[src/rtl/chan_sched_pkg.sv]
// Shared types and default sizing for the round-robin channel scheduler.
package chan_sched_pkg;

    localparam int unsigned DEF_PORTNUM = 16;
    localparam int unsigned DEF_TIMEOUT = 64;
    localparam int unsigned DEF_CNTW    = 8;

    typedef enum logic [1:0] {
        ST_IDLE    = 2'd0,
        ST_GRANT   = 2'd1,
        ST_RELEASE = 2'd2
    } sched_state_t;

endpackage

[src/rtl/chan_rr_sched_if.sv]
// Request/grant/beat bundle between requesters and the channel scheduler.
interface chan_rr_sched_if
    import chan_sched_pkg::*;
#(
    parameter int unsigned PORTNUM = DEF_PORTNUM,
    parameter int unsigned CNTW    = DEF_CNTW
);
    localparam int unsigned IW = (PORTNUM > 1) ? $clog2(PORTNUM) : 1;

    logic [PORTNUM-1:0] i_chann_req;
    logic [PORTNUM-1:0] i_port_en;
    logic               i_beat_vld;
    logic               i_beat_last;
    logic [PORTNUM-1:0] o_grant;
    logic [IW-1:0]      o_grant_idx;
    logic               o_grant_vld;
    logic [CNTW-1:0]    o_beat_cnt;
    logic               o_timeout;
    logic               o_ready;

    modport master (
        output i_chann_req, i_port_en, i_beat_vld, i_beat_last,
        input  o_grant, o_grant_idx, o_grant_vld, o_beat_cnt, o_timeout, o_ready
    );

    modport slave (
        input  i_chann_req, i_port_en, i_beat_vld, i_beat_last,
        output o_grant, o_grant_idx, o_grant_vld, o_beat_cnt, o_timeout, o_ready
    );

endinterface

[src/rtl/chan_rr_sched_rr_pick.sv]
// Combinational round-robin picker: first eligible port above i_last, wrapping.
module rr_pick #(
    parameter int unsigned PORTNUM = 16,
    localparam int unsigned IW = (PORTNUM > 1) ? $clog2(PORTNUM) : 1
) (
    input  logic [PORTNUM-1:0] i_elig,
    input  logic [IW-1:0]      i_last,
    output logic [PORTNUM-1:0] o_onehot,
    output logic [IW-1:0]      o_idx,
    output logic               o_vld
);

    logic          w_hi_found;
    logic [IW-1:0] w_hi_idx;
    logic          w_lo_found;
    logic [IW-1:0] w_lo_idx;

    // Lowest eligible port above i_last, and lowest eligible port overall (the wrap case).
    always_comb begin
        w_hi_found = 1'b0;
        w_hi_idx   = '0;
        w_lo_found = 1'b0;
        w_lo_idx   = '0;
        for (int unsigned i = 0; i < PORTNUM; i++) begin
            if (i_elig[i] && !w_hi_found && (i > 32'(i_last))) begin
                w_hi_found = 1'b1;
                w_hi_idx   = IW'(i);
            end
            if (i_elig[i] && !w_lo_found) begin
                w_lo_found = 1'b1;
                w_lo_idx   = IW'(i);
            end
        end
    end

    // Prefer the upward match; otherwise wrap to the lowest eligible port.
    always_comb begin
        o_vld    = w_lo_found;
        o_idx    = w_hi_found ? w_hi_idx : w_lo_idx;
        o_onehot = '0;
        if (w_lo_found) begin
            o_onehot[o_idx] = 1'b1;
        end
    end

endmodule

[src/rtl/chan_rr_sched.sv]
// Round-robin channel scheduler: grants one port per packet, releases on last beat or idle timeout.
module chan_rr_sched
    import chan_sched_pkg::*;
#(
    parameter int unsigned PORTNUM = DEF_PORTNUM,
    parameter int unsigned TIMEOUT = DEF_TIMEOUT,
    parameter int unsigned CNTW    = DEF_CNTW
) (
    input  logic           i_clk,
    input  logic           i_rst_n,
    chan_rr_sched_if.slave bus
);

    localparam int unsigned    IW       = (PORTNUM > 1) ? $clog2(PORTNUM) : 1;
    localparam int unsigned    TW       = $clog2(TIMEOUT) + 1;
    localparam logic [IW-1:0]  LAST_RST = IW'(PORTNUM - 1);
    localparam logic [TW-1:0]  IDLE_MAX = TW'(TIMEOUT - 1);
    localparam logic [CNTW-1:0] CNT_MAX = '1;

    sched_state_t       r_state;
    sched_state_t       w_state_nxt;
    logic [PORTNUM-1:0] r_grant;
    logic [IW-1:0]      r_grant_idx;
    logic [IW-1:0]      r_last;
    logic [CNTW-1:0]    r_beat_cnt;
    logic [TW-1:0]      r_idle;
    logic               r_timeout;

    logic [PORTNUM-1:0] w_elig;
    logic [PORTNUM-1:0] w_pick_onehot;
    logic [IW-1:0]      w_pick_idx;
    logic               w_pick_vld;
    logic               w_end_last;
    logic               w_end_tmo;

    assign w_elig     = bus.i_chann_req & bus.i_port_en;
    // A beat on the threshold cycle suppresses the timeout.
    assign w_end_last = bus.i_beat_vld & bus.i_beat_last;
    assign w_end_tmo  = !bus.i_beat_vld && (r_idle == IDLE_MAX);

    rr_pick #(.PORTNUM(PORTNUM)) u_rr_pick (
        .i_elig   (w_elig),
        .i_last   (r_last),
        .o_onehot (w_pick_onehot),
        .o_idx    (w_pick_idx),
        .o_vld    (w_pick_vld)
    );

    // State register.
    always_ff @(posedge i_clk or negedge i_rst_n) begin
        if (!i_rst_n) begin
            r_state <= ST_IDLE;
        end else begin
            r_state <= w_state_nxt;
        end
    end

    // Next-state: IDLE -> GRANT on any eligible request, GRANT -> RELEASE on last beat or timeout.
    always_comb begin
        w_state_nxt = r_state;
        case (r_state)
            ST_IDLE:    if (w_pick_vld) w_state_nxt = ST_GRANT;
            ST_GRANT:   if (w_end_last || w_end_tmo) w_state_nxt = ST_RELEASE;
            ST_RELEASE: w_state_nxt = ST_IDLE;
            default:    w_state_nxt = ST_IDLE;
        endcase
    end

    // Grant, counters and timeout pulse; request changes during GRANT are not sampled.
    always_ff @(posedge i_clk or negedge i_rst_n) begin
        if (!i_rst_n) begin
            r_grant     <= '0;
            r_grant_idx <= '0;
            r_last      <= LAST_RST;
            r_beat_cnt  <= '0;
            r_idle      <= '0;
            r_timeout   <= 1'b0;
        end else begin
            r_timeout <= 1'b0;
            case (r_state)
                ST_IDLE: begin
                    if (w_pick_vld) begin
                        r_grant     <= w_pick_onehot;
                        r_grant_idx <= w_pick_idx;
                        r_last      <= w_pick_idx;
                        r_beat_cnt  <= '0;
                        r_idle      <= '0;
                    end
                end
                ST_GRANT: begin
                    if (bus.i_beat_vld) begin
                        r_idle <= '0;
                        if (r_beat_cnt != CNT_MAX) begin
                            r_beat_cnt <= r_beat_cnt + 1'b1;
                        end
                    end else if (!w_end_tmo) begin
                        r_idle <= r_idle + 1'b1;
                    end
                    if (w_end_last || w_end_tmo) begin
                        r_grant     <= '0;
                        r_grant_idx <= '0;
                    end
                    r_timeout <= w_end_tmo;
                end
                default: ;
            endcase
        end
    end

    assign bus.o_grant     = r_grant;
    assign bus.o_grant_idx = r_grant_idx;
    assign bus.o_grant_vld = |r_grant;
    assign bus.o_beat_cnt  = r_beat_cnt;
    assign bus.o_timeout   = r_timeout;
    assign bus.o_ready     = (r_state == ST_IDLE);

endmodule

[src/flat_wrapper.sv]
// flat-port wrapper written by rule: the top's interface ports become plain ports
module chan_rr_sched_flat import chan_sched_pkg::*;
#(
    parameter int unsigned PORTNUM = DEF_PORTNUM,
    parameter int unsigned TIMEOUT = DEF_TIMEOUT,
    parameter int unsigned CNTW    = DEF_CNTW
)
  (i_clk, i_rst_n, bus_i_chann_req, bus_i_port_en, bus_i_beat_vld, bus_i_beat_last, bus_o_grant, bus_o_grant_idx, bus_o_grant_vld, bus_o_beat_cnt, bus_o_timeout, bus_o_ready);
  chan_rr_sched_if #(.PORTNUM(PORTNUM), .CNTW(CNTW)) bus_i ();
  input  logic i_clk;
  input  logic i_rst_n;
  input wire logic [$bits(bus_i.i_chann_req)-1:0] bus_i_chann_req;
  input wire logic [$bits(bus_i.i_port_en)-1:0] bus_i_port_en;
  input wire logic [$bits(bus_i.i_beat_vld)-1:0] bus_i_beat_vld;
  input wire logic [$bits(bus_i.i_beat_last)-1:0] bus_i_beat_last;
  output wire logic [$bits(bus_i.o_grant)-1:0] bus_o_grant;
  output wire logic [$bits(bus_i.o_grant_idx)-1:0] bus_o_grant_idx;
  output wire logic [$bits(bus_i.o_grant_vld)-1:0] bus_o_grant_vld;
  output wire logic [$bits(bus_i.o_beat_cnt)-1:0] bus_o_beat_cnt;
  output wire logic [$bits(bus_i.o_timeout)-1:0] bus_o_timeout;
  output wire logic [$bits(bus_i.o_ready)-1:0] bus_o_ready;
  assign bus_i.i_chann_req = bus_i_chann_req;
  assign bus_i.i_port_en = bus_i_port_en;
  assign bus_i.i_beat_vld = bus_i_beat_vld;
  assign bus_i.i_beat_last = bus_i_beat_last;
  assign bus_o_grant = bus_i.o_grant;
  assign bus_o_grant_idx = bus_i.o_grant_idx;
  assign bus_o_grant_vld = bus_i.o_grant_vld;
  assign bus_o_beat_cnt = bus_i.o_beat_cnt;
  assign bus_o_timeout = bus_i.o_timeout;
  assign bus_o_ready = bus_i.o_ready;
  chan_rr_sched #(.PORTNUM(PORTNUM), .TIMEOUT(TIMEOUT), .CNTW(CNTW)) u_core (.i_clk(i_clk), .i_rst_n(i_rst_n), .bus(bus_i));
endmodule
[config.mk]
export PLATFORM = sky130hd
export DESIGN_NAME = chan_rr_sched_flat
export DESIGN_NICKNAME = d
export VERILOG_FILES = /design/src/rtl/chan_sched_pkg.sv /design/src/rtl/chan_rr_sched_if.sv /design/src/rtl/chan_rr_sched_rr_pick.sv /design/src/rtl/chan_rr_sched.sv /design/src/flat_wrapper.sv
export SDC_FILE = /design/constraint.sdc
export NUM_CORES = 1
export LEC_CHECK = 0
export CAP_MARGIN = 20
export CORE_MARGIN = 3
export CORE_UTILIZATION = 33
export CTS_CLUSTER_DIAMETER = 40
export CTS_CLUSTER_SIZE = 40
export DETAILED_ROUTE_END_ITERATION = 8
export PLACE_DENSITY = 0.67
export SYNTH_ARGS = -nofsm -noshare
export SYNTH_HDL_FRONTEND = slang
export SYNTH_SLANG_ARGS = --single-unit
[constraint.sdc]
create_clock -name i_clk -period 3.1 [get_ports i_clk]
set_input_delay 0.31 -clock i_clk [delete_from_list [all_inputs] [get_ports i_clk]]
set_output_delay 0.31 -clock i_clk [all_outputs]
set_load 0.02 [all_outputs]
; ---- Word level (Yosys, flattened, before mapping)
; Cells that the tools add are included.
[word_totals]
reg_bits = 42
in_bits = 36
[op_classes]
order_cmp = 17
n_eq_ne = 8
muxes = 82
add_sub_neg = 2
n_reduce_logical = 85
bitwise = 2
[ops]
columns = cell, n
row1 = $mux W4, 30
row2 = $logic_and A1 B1 Y1, 46
row3 = $mux W1, 35
row4 = $gt A4 B4 Y1 const A, 8
row5 = $mux W16, 2
row6 = $pmux W16 S2, 1
row7 = $logic_not A1 Y1, 30
row8 = $mux W8, 3
row9 = $mux W7, 3
row10 = $and A16 B16 Y16, 1
row11 = $gt A3 B4 Y1 const A, 4
row12 = $pmux W8 S2, 1
row13 = $reduce_or A16 Y1, 1
row14 = $pmux W7 S2, 1
row15 = $add A8 B1 Y8 const B, 1
row16 = $gt A2 B4 Y1 const A, 2
row17 = $ne A8 B8 Y1 const B, 1
row18 = $pmux W4 S2, 1
row19 = $add A7 B1 Y7 const B, 1
row20 = $eq A7 B6 Y1 const B, 1
row21 = $mux W2, 3
row22 = $ne A2 B1 Y1 const B, 3
row23 = $reduce_and A3 Y1, 2
row24 = $lt A4 B5 Y1 const B, 1
row25 = other kinds (13), 14

; ---- Depth between registers and ports, before layout
; Gate-level depths: netlist (run 1).
[depth]
ltp_word = 66
depth_mapped = 10

; ---- Hierarchy
; A second synthesis (run 1) with hierarchy kept.
[hier_totals]
cells_unflattened = 356
hier_area_um2 = 3240.6
[modules_own_cells]
columns = mod, cells_each, area_per_inst_um2, instances
row1 = chan_rr_sched, 220, 2230.9, 1
row2 = rr_pick, 136, 1009.7, 1

; ---- Worst setup path after synthesis (run 1)
; OpenSTA, ideal clock, no wires.
[synth_timing]
path_kind = register to register
from = reg u_core.r_last[1]
to = reg u_core.r_grant[7], in the netlist u_core.bus.o_grant[7]
path_slack_ns = 0.742
required_time_ns = 3.008
n_path_buf = 2
path_stages_with_launch = 9
t_arrival_ns = 2.266
setup_time_ns = 0.092
cell_sequence = dfstp_2 > buf_6 > and2_2 > o22ai_2 > nand4bb_1 > buf_6 > o32a_1 > a311o_4 > o31ai_2
[synth_via]
elab_chain_cells = 66
word_cells_on_any_way = 96
classes_between = order compare: 17 / mux: 35 / reduce/logical: 44
[synth_lines]
columns = item, line
row1 = "start, declared", chan_rr_sched.sv:24  ; logic [IW-1:0] r_last;
row2 = "start signal, assigned", chan_rr_sched.sv:85  ; r_last <= w_pick_idx;
row3 = $gt A1 B4 Y1, chan_rr_sched_rr_pick.sv:25  ; if (i_elig[i] && !w_hi_found && (i > 32'(i_last))) begin
row4 = $logic_and A1 B1 Y1, chan_rr_sched_rr_pick.sv:25
row5 = $mux W1, chan_rr_sched_rr_pick.sv:25
row6 = $logic_not A1 Y1, chan_rr_sched_rr_pick.sv:25
row7 = $logic_and A1 B1 Y1 (2 in a row), chan_rr_sched_rr_pick.sv:25
row8 = $mux W1, chan_rr_sched_rr_pick.sv:25
row9 = $logic_not A1 Y1, chan_rr_sched_rr_pick.sv:25
row10 = $logic_and A1 B1 Y1 (2 in a row), chan_rr_sched_rr_pick.sv:25
row11 = (+48 left out), n/a
row12 = $mux W4 / $mux W1 (equally long branches), chan_rr_sched_rr_pick.sv:25
row13 = $mux W4 *, chan_rr_sched_rr_pick.sv:39  ; o_idx = w_hi_found ? w_hi_idx : w_lo_idx;
row14 = $lt A4 B5 Y1 (implied by the code) / $ge A4 B1 Y1 (equally long branches), chan_rr_sched_rr_pick.sv:42  ; o_onehot[o_idx] = 1'b1;
row15 = $logic_and A1 B1 Y1 (implied by the code), chan_rr_sched_rr_pick.sv:42
row16 = $mux W1 (implied by the code), chan_rr_sched_rr_pick.sv:42
row17 = $demux W1 S4 *, chan_rr_sched_rr_pick.sv:42
row18 = $mux W16 *, chan_rr_sched.sv:82  ; if (w_pick_vld) begin
row19 = $pmux W16 S2 *, chan_rr_sched.sv:80  ; case (r_state)
row20 = "end signal, assigned", chan_rr_sched.sv:83  ; r_grant <= w_pick_onehot;
row21 = "end, declared", chan_rr_sched.sv:22  ; logic [PORTNUM-1:0] r_grant;
; Mark *: on every way between the ends. The rest lies on a longest branch, timed or not. The select of a mux whose other input is x is not followed.
; A chain may end at the register's enable or synchronous reset.

; ---- Worst setup path after layout (run 1)
[layout_timing]
from = reg u_core.r_last[3]
to = reg u_core.r_grant[7], in the netlist u_core.bus.o_grant[7]
; The elaborated chain is that of the path after synthesis.

==> results list, run 1 <==
- The flow ran to the end, and the final reports show no timing, DRC or antenna violations.
- Global placer's final weighted congestion: 0.938
- The first global-routing pass estimated 11700 um of wire.
- Final Slew Violations: 0
* Slew margin rel.: 39.0%
* Clock group share of total power: 13.7%
- Path length in cells of the critical path: 7
- Antenna violations before repair: 0
- The detailed router finished its first iteration with 151 violations.
- Pwr dens: 900 mW/mm^2
* Maximum number of pins on one net before global-route repair: 43
- The synthesized design contains 0 enable-type register cells.
* DR DRC count: 0
* Ratio of final minimum period to clock period: 91.8%
* Combinational group share of total power: 55.8%
- After detailed routing, the total wire length is 7020 um.
* Layout overhead on the synthesized area: 33.3%
* All-layer global routing usage: 16.3%
* NetSw: 1.38 mW
- Cells fill 46.6% of the core in the end.
* Gate count of the mapped netlist: 282
- In the synthesized netlist the dominant register cell turns out to be dfrtp_1.
* Average instance area after synthesis: 9.27 um^2
- Antenna diode instance count: 0
- The final layout contains 390 nets.
- Once detailed placement completed, the half-perimeter wirelength came to 5420 um.
* Number of buffers on the longest clock path: 2
- Static timing analysis puts the maximum clock frequency at 351 MHz.
- In this run the number of H-tree levels came out at 2.
- For this configuration, the core starts out at a cell density of 34.9%.
- Of all flip-flops after synthesis, the portion carrying an async set or reset was 100%.
- The share of the Yosys chip area taken by registers is 40.4%.
* Fraction of final layout cells with drive strength greater than 1: 10.5%
* Die H: 95.0 um
* Total of flip-flops plus latches after synthesis: 42
* Internal Power: 1.75 mW
- For met3 alone, demand over resource in global routing was 3.00%.
- Largest fanout of any net on the critical path: 14
- The signal on the critical path passes through and3b_1 -> a32oi_1 -> nand4bb_2 -> nor4_1 -> o21bai_1 -> nand3_1 -> o31ai_2.
- Counting both buffers and inverters, the worst setup path holds a total of 0.
- Using the TritonRoute via totals, the vias-per-cell ratio works out to 5.49.
* Worst slack on hold paths: 0.136 ns
- The via count of the first global-routing pass came to 2420.
- The number of failing hold endpoints at the final stage was 0.
* Transition at the pin with the smallest max-transition slack: 0.914 ns
- Placed Area: 0.00338 mm^2
* Global routing met1 resource utilization: 21.7%
- Met2 demand-to-capacity share in global routing: 27.2%
- The largest total area in the synthesized netlist belongs to dfrtp_1.
- In this design, the stage delay of the slowest critical-path cell is 0.68 ns.
* Maximum VDD drop: 0.444 mV
- The analysis attributes to cell leakage a power of 1.43 nW.
- The routed layout has 2482 vias.
* Wire length per cell after detailed routing: 15.5 um
- Share of the synthesized area in the top cell type: 36.4%
* Post-CTS Setup Repair Bufs: 0
- Nature of the critical path endpoint: flip-flop
- Minimum clock period: 2.85 ns
- Clock tree synthesis selected as its root buffer the cell clkbuf_8.
* Maximum clock skew at final layout: 0.00621 ns
- Clock-pin slew was measured on the worst setup and hold paths at 0.08 ns.
- The floorplan step defined a core boundary enclosing 0.00749 mm^2.
* Unrepaired setup endpoints after global routing: no
- Data on the critical path is required at its endpoint by 3.32 ns.
- The worst hold path belongs to the class input port to async pin.
* Clk sink count: 42
- For this design the top-level I/O count stands at 67.
- The later pin in the worst-skew pair is clocked with a latency of 0.30 ns.
* Largest cells by area after synthesis: dfrtp_1 (36%), nand2_1 (5.9%), dfstp_2 (4.0%), a22o_1 (3.7%), o21ai_0 (3.1%)
* Final setup violating endpoints: 0
- Reported max-cap violation count: 0
* Total of buffers placed on input and output ports: 66
* Yosys Warn Count: 0
* Global-route layer with the greatest usage: met2
* Post-route cell area: 0.00349 mm^2
- Number of cells after detailed placement: 444
- TritonCTS clock tree: done
- Measured along the x axis, the die boundary spans 95.0 um.
- Sum of negative setup slack: 0 ns
- Nets in the synthesized netlist: 320
- Flop pwr share: 30.5%
- The finished layout holds 452 standard cells, fillers aside.
- In this run, post-CTS hold repair placed 0 buffers.
- The worst setup path is launched from a flip-flop.
- The critical path is of the flip-flop to flip-flop type.
- The floorplan step defined a die boundary enclosing 0.00903 mm^2.
- The slowest stage of the critical path belongs to the cell dfstp_2.
* Worst-case reg-to-reg path depth: 7
* Switching part of the total power: 44.1%
- Global route total overflow: 0
- The count of nets left with antenna violations once routing finished came out at 0.
* Worst path arrival time: 3.06 ns
* Kind of cell adding the most delay to the critical path: simple AND/OR/NAND/NOR gates
- TritonCTS created 5 clock buffers.
- Detailed Routing Iterations Pass 1: 4
* Rows: 31
- Number of distinct library cell variants in the gate-level netlist after synthesis: 64
- Summed instance area of the synthesized netlist: 0.00262 mm^2
[stage by stage]
stage | total power [mW] | setup slack [ns]
after global placement | 2.70 | 0.224
after CTS | 3.15 | 0.287
final | 3.14 | 0.255
after floorplan | 2.05 | 0.742
after detailed placement | 2.71 | 0.183
after global routing | 3.38 | 0.0554
[metal layers]
| layer | routed length, um | vias to the layer above |
|---|---|---|
| met5 | 0 | - |
| met4 | 67 | 0 |
| met3 | 348 | 7 |
| met2 | 3500 | 72 |
| met1 | 3110 | 1188 |
| li1 | - | 1215 |
[Yosys cell counts (3+ instances only)]
cell        n
nand2_1    41
dfrtp_1    38
nor2_1     20
o21ai_0    16
a22o_1     11
a21oi_1     9
a22oi_1     9
nand3_1     9
nand4_1     9
xor2_1      8
nor4_1      7
and2_1      6
inv_1       6
a31oi_1     4
a32oi_1     4
and3_1      4
clkbuf_1    4
dfstp_2     4
nor3_1      4
a31o_2      3
buf_6       3
nand4bb_1   3
o21ai_1     3
o31a_1      3
o32ai_1     3
[cell type report]
type	instances	area [um^2]
Clock inverter	1	30.0
Fill cell	709	4000
Inverter	6	22.5
Clock buffer	7	76.3
Multi-Input combinational cell	225	1480
Sequential cell	42	1060
Tap cell	99	124
Timing Repair Buffer	72	701
[cell families (layout without fill, tap and decap cells)]
kind of cell	Yosys count	after routing	share of synthesized area (%)
xor+xnor	10	10	3.35
fa+ha+maj	2	2	0.957
flops	42	42	40.4
compound gates	89	89	26.4
simple gates	122	122	24.8
mux	2	2	0.813
buf+inv	15	86	3.30
[power by group through the flow]
| stage | clock network (mW) | logic [mW] | registers [mW] |
|---|---|---|---|
| floorplan | 0 | 1.04 | 1.01 |
| global placement | 0 | 1.74 | 0.959 |
| detailed placement | 0 | 1.75 | 0.962 |
| CTS | 0.442 | 1.75 | 0.954 |
| global route | 0.467 | 1.92 | 0.988 |
| finish | 0.431 | 1.75 | 0.956 |
[registers in the layout (all words and copies together) (netlist names)]
name	count
u_core.bus.o_grant_idx	4
u_core.bus.o_timeout	1
u_core.bus.o_grant	16
u_core.r_state	2
u_core.bus.o_beat_cnt	8
u_core.r_idle	7
u_core.r_last	4
[path summary, 6_finish.rpt]
kind / start / to / slack [ns]
setup / recovery: u_core.r_last[3] / u_core.bus.o_grant[7] / 0.25
hold / removal: i_rst_n / u_core.bus.o_beat_cnt[1] / 0.14
setup reg to reg: u_core.r_last[3] / u_core.bus.o_grant[7] / 0.25
hold reg to reg: u_core.bus.o_grant_idx[2] / u_core.bus.o_grant_idx[2] / 0.48
max in group asynchronous: i_rst_n / u_core.bus.o_grant_idx[2] / 2.39
min in group i_clk: u_core.bus.o_grant_idx[2] / u_core.bus.o_grant_idx[2] / 0.48
[cells in the final DEF, fill, tap and decap left out, types with 2 or more instances in the layout]
cell type and count:
clkdlybuf4s50_1 65, nand2_1 41, dfrtp_1 38, nor2_1 20, o21ai_0 16, a22o_1 11, nand4_1 9, a21oi_1 9
nand3_1 9, a22oi_1 9, xor2_1 8, nor4_1 7, inv_1 6, and2_1 6, buf_4 6, clkbuf_8 5
a32oi_1 4, a31oi_1 4, nor3_1 4, and3_1 4, dfstp_2 4, o21ai_1 3, o32ai_1 3, a31o_2 3
o31a_1 3, and4_1 2, nand4bb_1 2, a32o_1 2, a21bo_2 2, or2_2 2, nand3b_1 2, nand2b_1 2
or3_1 2, o31ai_2 2, nor2b_1 2, xnor2_1 2, ha_1 2, clkbuf_1 2
[repair_timing]
action,4_1_cts,5_1_grt
setup endpoints to repair,0,2
endpoints found under the hold margin,0,0
gates resized for setup,0,1
Note: power is estimated with default switching activity, not from simulation.
==> run 2, diff against run 1 <==
- CELL_PAD_IN_SITES_DETAIL_PLACEMENT: unset -> 2
- CELL_PAD_IN_SITES_GLOBAL_PLACEMENT: unset -> 2
- CORE_UTILIZATION: 33 -> 29
- PLACE_DENSITY: 0.67 -> 0.88
==> run 2 against run 1 <==
Critical path depth unchanged; via count up 6.8%; design area about the same; clock power down 20%; first-iteration DRC count down 41%; combinational power up 6%; critical endpoint is now u_core.bus.o_grant[6]; largest cell class unchanged; highest routed layer unchanged.
==> results list, run 2 (synthesis gave the netlist of run 1 again) <==
* Maximum VDD drop: 0.331 mV
* Root buffer cell: clkbuf_8
- Data arrives at the worst endpoint at 3.06 ns.
- Kind of cell adding the most delay to the critical path: compound AO/OA/AOI/OAI gates
- Setup violations remaining at the end of the flow were counted as 0.
* Count of final hold-check violations: 0
* Total of buffers placed on input and output ports: 66
* Placed Area: 0.00339 mm^2
- The first global-routing pass estimated 15500 um of wire.
* Antenna diode instance count: 0
- Clock buffer count from CTS: 5
* Sum of negative setup slack: 0 ns
- Number of buffers and inverters on the critical path: 0
* Global placer's final weighted congestion: 0.833
- Number of primary I/O pins: 67
* Minimum clock period: 2.82 ns
- The worst hold path belongs to the class input port to async pin.
- In the finished design, the share of the clock period the worst path needs comes to 90.9%.
- Crit path launch type: flip-flop
- Across every metal layer, demand over resource in global routing totals 19.0%.
- Number of buffers on the longest clock path: 2
- In this run the static leakage power is 1.42 nW.
- STA classifies the critical path endpoint as a flip-flop.
- Slew margin rel.: 37.5%
* Area occupied by multi-input gates: 0.00149 mm^2
* Maximum number of pins on one net before global-route repair: 43
- Starting utilization of the core area: 30.0%
* Pwr dens: 911 mW/mm^2
- Die H: 101 um
* Chip Width: 101 um
* Crit-path cells: o21ai_1 -> a32oi_2 -> nand4bb_2 -> o32a_1 -> a311o_4 -> nor2_2 -> a22o_1
* Fraction of final layout cells with drive strength greater than 1: 11.6%
- Number of global-route vias before repair: 3047
* Average via count per standard cell: 5.75
* Required time reported for the critical path endpoint: 3.34 ns
* Result of the run: finished, final reports clean
* Startpoint-to-endpoint class of the critical path: flip-flop to flip-flop
- Detailed placement finished with a half-perimeter wire length of 7310 um.
- Clock-pin slew of the registers on the worst-case setup and hold paths: 0.08 ns
* Unrepaired setup endpoints after global routing: no
- Clock skew on the completed layout was measured at 0.0109 ns.
- Longest individual stage delay on the worst path: 0.71 ns
- Reported max-cap violation count: 0
- Commonest non-fill, non-tap cells in the layout: clkdlybuf4s50_1 (65), nand2_1 (41), dfrtp_1 (38), nor2_1 (20), o21ai_0 (16)
* Largest fanout of any net on the critical path: 16
* Rows: 34
- The clock drives 42 sinks.
* Die outline area: 0.0102 mm^2
- Most common cell after layout, fill and taps aside: clkdlybuf4s50_1
- Layout overhead on the synthesized area: 33.4%
* Core area: 0.00872 mm^2
- For the worst-skew pair, the clock arrives at the later sink with an insertion delay of 0.30 ns.
- Across all layers, the routed design uses 2650 vias.
- Total Routed Length: 9310 um
- Registers take 0.00106 mm^2.
- Flip-flop count of the largest register after layout: 16
- Number of nets in the finished design: 391
- The pre-antenna-repair detailed-routing pass consisted of 5 iterations.
* Final Slew Violations: 0
- Overall power consumption after layout is estimated at 3.18 mW.
* Wire length per cell after detailed routing: 20.2 um
- TritonCTS clock tree: done
* Antenna violations before repair: 0
- Crit path max-delay cell type: dfstp_2
* Transition at the pin with the smallest max-transition slack: 0.937 ns
* Number of levels the H-tree was split into: 2
* Max Fclk: 355 MHz
- Residual antenna-violating net count after detailed routing: 0
- Quantity of hold-fixing buffers added after cts: 0
* DRC marker count from the first detailed-route iteration: 89
- With fillers left out, the area of the finished cells amounts to 0.00349 mm^2.
* DR DRC count: 0
- Counting the fill cells in the layout gives 946.
- For this run the aggregate overflow at the end of global routing stands at 0.
==> run 2: cell types whose count changed in the layout (fill, tap and decap cells not counted) <==
cell | previous run | this run
nor4_2 | 0 | 1
nor4_1 | 7 | 6
a21oi_2 | 1 | 2
buf_4 | 6 | 7
clkbuf_1 | 2 | 0
clkinv_2 | 0 | 2
bufinv_16 | 1 | 0
a21oi_1 | 9 | 8
==> run 2: path summary, 6_finish.rpt <==
path	start	end	slack, ns	cells after the start
max	u_core.r_last[2]	u_core.bus.o_grant[6]	0.28	7
min	i_rst_n	u_core.bus.o_beat_cnt[5]	0.15	1
max reg2reg	u_core.r_last[2]	u_core.bus.o_grant[6]	0.28	7
max in group asynchronous	i_rst_n	u_core.bus.o_grant_idx[3]	2.37	1
min in group i_clk	u_core.bus.o_grant_idx[2]	u_core.bus.o_grant_idx[2]	0.49	2
min reg2reg	u_core.bus.o_grant_idx[2]	u_core.bus.o_grant_idx[2]	0.49	2
==> run 2: per-stage QoR <==
stage	hold WS [ns]	instances	setup slack [ns]	utilization, %
after detailed placement	0.482	454	0.0445	38.9
after global placement	0.462	454	0.228	38.9
after CTS	0.187	461	0.116	39.8
after floorplan	0.0144	282	0.742	-
after global routing	0.223	461	0.0523	40.0
final	0.147	461	0.281	40.0
==> run 2: worst register-to-register path, stage by stage, from the launching register on <==
cell	delay [ns]
dfstp_2	0.71
o21ai_1	0.17
a32oi_2	0.33
nand4bb_2	0.30
o32a_1	0.47
a311o_4	0.45
nor2_2	0.17
a22o_1	0.16
==> run 2: routing by layer <==
metal	global-route usage [%]	vias to the layer above	routed length [um]
met2	34.3	71	4860
met3	3.88	18	432
met4	5.73	0	192
li1	-	1221	-
met5	0	-	0
met1	22.5	1340	3820
==> run 2: cell type report <==
class | instances | share of cell area (%)
clock inverters | 2 | 0.287
clock buffers | 5 | 1.97
multi-input cells | 225 | 42.6
well taps | 108 | 3.87
flip-flops and latches | 42 | 30.3
inverters | 6 | 0.646
repair buffers | 73 | 20.3
==> run 2: repair_timing <==
item                       4_1_cts  5_1_grt
gates resized for setup          0        3
setup buffers                    0        0
setup endpoints to repair        0       17
==> run 2: report_power, final <==
group | leakage [nW] | total [mW] | switching, mW | internal [mW]
registers | 0.559 | 0.975 | 0.240 | 0.735
logic | 0.821 | 1.86 | 1.08 | 0.782
clock network | 0.0438 | 0.343 | 0.191 | 0.151
==> run 3, diff against run 2 <==
- SLEW_MARGIN: unset -> 10
==> results of run 3 <==
The final DEF is identical to that of run 2; final timing and power are the same.
